==> src/rtl/arb_pkg.sv <==
// Shared types and encodings for the fetch/data memory port arbiter.
package arb_pkg;

  typedef enum logic [1:0] {
    IDLE   = 2'd0,
    GNT_IF = 2'd1,
    GNT_D  = 2'd2
  } arbState_t;

  localparam logic REQ_IF = 1'b0;
  localparam logic REQ_D  = 1'b1;

  localparam logic [1:0] SZ_BYTE = 2'b00;
  localparam logic [1:0] SZ_HALF = 2'b01;
  localparam logic [1:0] SZ_WORD = 2'b10;

  // Wide enough for the largest legal MAX_WAIT (15).
  localparam int STARVE_W = 4;

endpackage

==> src/rtl/arb_starve_counter.sv <==
// Saturating count of consecutive fetch losses; clear has priority over increment.
module arb_starve_counter
  import arb_pkg::*;
#(
  parameter int MAX_WAIT = 4
) (
  input  logic                clk,
  input  logic                rst_n,
  input  logic                inc,
  input  logic                clr,
  output logic [STARVE_W-1:0] count,
  output logic                sat
);

  localparam logic [STARVE_W-1:0] MaxCnt = STARVE_W'(MAX_WAIT);

  logic [STARVE_W-1:0] countReg;

  always_ff @(posedge clk or negedge rst_n) begin
    if (!rst_n) begin
      countReg <= '0;
    end else if (clr) begin
      countReg <= '0;
    end else if (inc && !sat) begin
      countReg <= countReg + 1'b1;
    end
  end

  assign sat   = (countReg == MaxCnt);
  assign count = countReg;

endmodule

==> src/rtl/mem_port_arbiter.sv <==
// Arbitrates one memory port between fetch and data; data wins unless fetch is starved.
// Define ARB_TIMEOUT_EN to abort accesses whose mem_ack does not arrive within TIMEOUT cycles.
module mem_port_arbiter
  import arb_pkg::*;
#(
  parameter int ADDR_W   = 32,
  parameter int DATA_W   = 32,
  parameter int MAX_WAIT = 4,
  parameter int TIMEOUT  = 16
) (
  input  logic              clk,
  input  logic              rst_n,
  input  logic              if_req,
  input  logic [ADDR_W-1:0] if_addr,
  output logic [DATA_W-1:0] if_rdata,
  output logic              if_done,
  input  logic              d_req,
  input  logic              d_we,
  input  logic [1:0]        d_size,
  input  logic [ADDR_W-1:0] d_addr,
  input  logic [DATA_W-1:0] d_wdata,
  output logic [DATA_W-1:0] d_rdata,
  output logic              d_done,
  output logic              mem_req,
  output logic              mem_we,
  output logic [1:0]        mem_size,
  output logic [ADDR_W-1:0] mem_addr,
  output logic [DATA_W-1:0] mem_wdata,
  input  logic [DATA_W-1:0] mem_rdata,
  input  logic              mem_ack,
  output logic              busy,
  output logic              err
);

  arbState_t stateReg, stateNext;

  logic              memReqReg, memReqNext;
  logic              memWeReg, memWeNext;
  logic [1:0]        memSizeReg, memSizeNext;
  logic [ADDR_W-1:0] memAddrReg, memAddrNext;
  logic [DATA_W-1:0] memWdataReg, memWdataNext;
  logic [DATA_W-1:0] ifRdataReg, ifRdataNext;
  logic [DATA_W-1:0] dRdataReg, dRdataNext;
  logic              ifDoneReg, ifDoneNext;
  logic              dDoneReg, dDoneNext;
  logic              errReg, errNext;

  logic                grant, winner, doneCycle, abortHit, finish;
  logic [STARVE_W-1:0] starveCnt;
  logic                starveSat;

  // The done cycle is the turnaround bubble: no arbitration while a done is out.
  assign doneCycle = ifDoneReg | dDoneReg;
  assign finish    = mem_ack | abortHit;

  arb_starve_counter #(.MAX_WAIT(MAX_WAIT)) starveCounter (
    .clk   (clk),
    .rst_n (rst_n),
    .inc   (grant && (winner == REQ_D) && if_req),
    .clr   (grant && (winner == REQ_IF)),
    .count (starveCnt),
    .sat   (starveSat)
  );

`ifdef ARB_TIMEOUT_EN
  localparam int WAIT_W = $clog2(TIMEOUT + 1);
  localparam logic [WAIT_W-1:0] TimeoutCnt = WAIT_W'(TIMEOUT);

  logic [WAIT_W-1:0] waitCntReg;

  always_ff @(posedge clk or negedge rst_n) begin
    if (!rst_n) begin
      waitCntReg <= '0;
    end else if (grant) begin
      waitCntReg <= '0;
    end else if ((stateReg != IDLE) && !mem_ack && (waitCntReg != TimeoutCnt)) begin
      waitCntReg <= waitCntReg + 1'b1;
    end
  end

  // An ack on the limit cycle still wins over the abort.
  assign abortHit = (stateReg != IDLE) && !mem_ack && (waitCntReg == TimeoutCnt);
`else
  // Without the watchdog an access can never abort; TIMEOUT is only sanity-referenced.
  assign abortHit = (TIMEOUT < 0);
`endif

  always_ff @(posedge clk or negedge rst_n) begin
    if (!rst_n) begin
      stateReg    <= IDLE;
      memReqReg   <= 1'b0;
      memWeReg    <= 1'b0;
      memSizeReg  <= '0;
      memAddrReg  <= '0;
      memWdataReg <= '0;
      ifRdataReg  <= '0;
      dRdataReg   <= '0;
      ifDoneReg   <= 1'b0;
      dDoneReg    <= 1'b0;
      errReg      <= 1'b0;
    end else begin
      stateReg    <= stateNext;
      memReqReg   <= memReqNext;
      memWeReg    <= memWeNext;
      memSizeReg  <= memSizeNext;
      memAddrReg  <= memAddrNext;
      memWdataReg <= memWdataNext;
      ifRdataReg  <= ifRdataNext;
      dRdataReg   <= dRdataNext;
      ifDoneReg   <= ifDoneNext;
      dDoneReg    <= dDoneNext;
      errReg      <= errNext;
    end
  end

  always_comb begin
    stateNext = stateReg;
    grant     = 1'b0;
    winner    = REQ_IF;
    case (stateReg)
      IDLE: begin
        if (!doneCycle) begin
          if (d_req && !(if_req && starveSat)) begin
            grant     = 1'b1;
            winner    = REQ_D;
            stateNext = GNT_D;
          end else if (if_req) begin
            grant     = 1'b1;
            winner    = REQ_IF;
            stateNext = GNT_IF;
          end
        end
      end
      GNT_IF, GNT_D: begin
        if (finish) stateNext = IDLE;
      end
      default: stateNext = IDLE;
    endcase
  end

  always_comb begin
    memReqNext   = memReqReg;
    memWeNext    = memWeReg;
    memSizeNext  = memSizeReg;
    memAddrNext  = memAddrReg;
    memWdataNext = memWdataReg;
    ifRdataNext  = ifRdataReg;
    dRdataNext   = dRdataReg;
    ifDoneNext   = 1'b0;
    dDoneNext    = 1'b0;
    errNext      = 1'b0;
    case (stateReg)
      IDLE: begin
        if (grant) begin
          memReqNext = 1'b1;
          if (winner == REQ_D) begin
            memWeNext    = d_we;
            memSizeNext  = d_size;
            memAddrNext  = d_addr;
            memWdataNext = d_wdata;
          end else begin
            memWeNext    = 1'b0;
            memSizeNext  = SZ_WORD;
            memAddrNext  = if_addr;
            memWdataNext = '0;
          end
        end
      end
      GNT_IF: begin
        if (finish) begin
          memReqNext  = 1'b0;
          ifDoneNext  = 1'b1;
          errNext     = abortHit;
          ifRdataNext = abortHit ? '0 : mem_rdata;
        end
      end
      GNT_D: begin
        if (finish) begin
          memReqNext = 1'b0;
          memWeNext  = 1'b0;
          dDoneNext  = 1'b1;
          errNext    = abortHit;
          dRdataNext = (abortHit || memWeReg) ? '0 : mem_rdata;
        end
      end
      default: ;
    endcase
  end

  assign mem_req   = memReqReg;
  assign mem_we    = memWeReg;
  assign mem_size  = memSizeReg;
  assign mem_addr  = memAddrReg;
  assign mem_wdata = memWdataReg;
  assign if_rdata  = ifRdataReg;
  assign d_rdata   = dRdataReg;
  assign if_done   = ifDoneReg;
  assign d_done    = dDoneReg;
  assign err       = errReg;
  assign busy      = (stateReg != IDLE) | doneCycle;

endmodule
==> config.mk <==
export PLATFORM = sky130hd
export DESIGN_NAME = mem_port_arbiter
export DESIGN_NICKNAME = d
export VERILOG_FILES = /design/src/rtl/arb_pkg.sv /design/src/rtl/arb_starve_counter.sv /design/src/rtl/mem_port_arbiter.sv
export SDC_FILE = /design/constraint.sdc
export NUM_CORES = 1
export LEC_CHECK = 0
export ABC_AREA = 1
export BUFFER_PORTS_ARGS = -buffer_cell sky130_fd_sc_hd__buf_2
export CAP_MARGIN = 10
export CORE_MARGIN = 2
export CORE_UTILIZATION = 30
export CTS_CLUSTER_SIZE = 14
export DETAILED_ROUTE_END_ITERATION = 16
export PLACE_DENSITY_LB_ADDON = 0.1
export SLEW_MARGIN = 10
export SYNTH_ARGS = -nofsm -noshare
export SYNTH_HDL_FRONTEND = slang
export SYNTH_SLANG_ARGS = --single-unit
==> constraint.sdc <==
create_clock -name clk -period 2.94 [get_ports clk]
set_input_delay 0 -clock clk [delete_from_list [all_inputs] [get_ports clk]]
set_output_delay 0 -clock clk [all_outputs]
set_load 0.1 [all_outputs]
==> metrics <==
vias in the first global route=5706; crit path kind=reg -> reg; largest net degree at the start of global routing=67; worst slew pin tran=approximately 0.64 ns; TritonCTS clock tree=done; First-pass DRT Iterations=4; placer's final routability congestion estimate=0.757; status=finished, final reports clean; synth-to-layout area growth=61.5%; first-pass GRT wire length=29500 microns; Yosys top cell area share=59.9%; Initial Util=a little under a third; Placed Area=0.00745 sq mm; CP Max Fanout=36; MaxCap Viol Count=0; nature of the critical path startpoint=flip-flop; setup TNS=0 ns; max incr delay on CP=0.56 ns; RSZ-0062 raised after global routing=false; Period Utilization, post-route=between 80% and 90%; later-pin clock latency in the skew report=0.41 ns; CTS buffer count=17; Vias=5862; final core occ=between 40% and 50%; YS warnings=0; sequential element share of the synthesized area=59.9%; routed wire length=19000 microns; # H-tree levels=4; GR Overflow Total=0; crit path capture type=flip-flop; FMAX=between 0.3 and 0.4 GHz; Post-Syn Area=~0.006 sq mm; Slew Limit Fails=0; fin nets=1216; Distinct cells, synth=19; Port Buffers=270; Worst Path Buf+Inv=4; Min-Delay Path Class=in -> reg; Die Y=roughly 140 microns; Starting DRT DRC Count=188; cell mode on critical path=buf_4; row count=51; Total Routing Usage GR=about 18%; final hold vios=0; CTS Sinks=140; Fillers=1874; post-CTS sizing=0; Clock Root Buffer=clkbuf_16; Final min period=~2.5 ns; DPL Wire Length=12400 microns; Synth area leaders=dfrtp_1 (60%), nand2_1 (21%), nand3_1 (8.5%); final instance area=0.00945 sq mm; Post-CTS Setup Bufs=0; Synth area leader=dfrtp_1; ordered list of cells on the worst path=inv_1, ha_1, nand3_2, buf_4, buf_4, nand2_1, nand3_1, dlygate4sd3_1; CTS Hold Buffers Added=135; vias per cell=4.33; syn_nets=~820; Yosys reg bits=140; initial antenna violation count=0; layout cells sized above 1=between 20% and 30%; ant diodes=0; Detail Route Antenna Nets=0; Core ar.=between 0.015 and 0.02 sq mm; Required @ worst endpoint=3.29 ns; total I/O pin count=272; Setup Skew=0.00874 ns; Layout Cells excl Fill=1353; crit path DAT=around 2.9 ns; Final setup viols=0; Max Root-Sink Buffers=2; syn avg cell area=8.63 sq um; Slowest-stage cell, CP=dlygate4sd3_1; cells after synthesis=678; die width=144 microns; placed cell count=1186; Avg WL per Cell=about 14 microns; Clock Pin Slew Worst Setup and Hold Paths=0.06 ns; Slew HR=57.3%; DRC viols=0; die area=just over 0.02 sq mm; cell family with most CP delay=buffers and inverters
==> state kept, by name, summed over array words and instances (netlist names) <==
signal / cells
mem_addr: 32
mem_wdata: 32
d_done: 1
mem_size: 2
mem_we: 1
mem_req: 1
starveCounter.count: 4
if_done: 1
d_rdata: 32
stateReg: 2
if_rdata: 32
==> layout make-up <==
class | instances | area [sq um] | share of cell area (%)
flip-flops and latches | 140 | 3500 | 37.1
repair buffers | 418 | 2820 | 29.8
clock buffers | 23 | 488 | 5.16
inverters | 15 | 56.3 | 0.596
well taps | 265 | 332 | 3.51
clock inverters | 9 | 159 | 1.68
multi-input cells | 483 | 2090 | 22.2
==> stage by stage <==
stage               setup WS, ns  hold slack, ns
global placement            1.02          0.0469
finish                     0.421          0.0577
detailed placement         0.990          0.0363
floorplan                  0.774          -0.296
CTS                        0.439          0.0280
global route               0.214          0.0730
==> cell usage after synthesis <==
cell type / number
dfrtp_1: 140
o21bai_4: 1
nand3_1: 99
nor2_2: 2
o21ai_1: 3
nand4_1: 2
clkbuf_1: 16
nor2_4: 2
o21ai_0: 36
conb_1: 1
nand3_2: 1
xnor2_1: 1
buf_4: 10
inv_1: 15
nand2_1: 322
buf_2: 14
nand2_2: 2
nor2_1: 6
ha_1: 5
==> final timing paths <==
kind                                                from                                  to  depth (start not counted)  slack (ns)
worst min-delay path                              if_req  starveCounter.count[3]$_DFFE_PN0P_                          7        0.06
max in group asynchronous                          rst_n             d_rdata[10]$_DFFE_PN0P_                          3        2.08
worst max register to register   stateReg[0]$_DFFE_PN0P_            mem_addr[18]$_DFFE_PN0P_                          8        0.42
worst min register to register  mem_wdata[9]$_DFFE_PN0P_            mem_wdata[9]$_DFFE_PN0P_                          2        0.47
min in group asynchronous                          rst_n            mem_wdata[2]$_DFFE_PN0P_                          2        0.14
worst max-delay path             stateReg[0]$_DFFE_PN0P_            mem_addr[18]$_DFFE_PN0P_                          8        0.42
==> metal layers <==
metal / GRT usage (%) / vias up / part of all wire, %
li1: - / 2954 / -
met3: 5.46 / 19 / 7.5
met1: 22.6 / 2690 / 43
met4: 6.04 / 0 / 1.6
met2: 30.6 / 199 / 48
met5: 0 / - / 0
==> worst min-delay path, cell delays in order <==
cell and delay, ns:
buf_2 0.12, inv_1 0.06, nand2_1 0.07, inv_1 0.06, nor2_1 0.04, nand2_1 0.04, nand2_1 0.04
==> cells in the final DEF, fill, tap and decap left out <==
master         instances
buf_12                 1
buf_2                269
buf_4                 12
buf_6                  1
bufinv_16              4
clkbuf_1               2
clkbuf_16             17
clkbuf_8               4
clkinv_2               1
clkinv_4               3
clkinvlp_4             1
conb_1                 1
dfrtp_1              140
dlygate4sd3_1        135
ha_1                   5
inv_1                 15
nand2_1              321
nand2_2                3
nand3_1               99
nand3_2                1
nand4_1                2
nor2_1                 6
nor2_2                 1
nor2_4                 3
o21ai_0               36
o21ai_1                3
o21bai_4               1
xnor2_1                1
==> kinds of logic after synthesis <==
| family | Yosys count | synth area share, % |
|---|---|---|
| buffers and inverters | 55 | 4.47 |
| AOI/OAI and AO/OA | 40 | 3.66 |
| and+or+nand+nor | 436 | 30.7 |
| adders and majority gates | 5 | 1.07 |
| other | 1 | 0.0641 |
| xor gates and xnor gates | 1 | 0.150 |
| DFF | 140 | 59.9 |
Power is not shown: default switching activity piles up to over one toggle a cycle in this logic, so the estimate is an artifact.
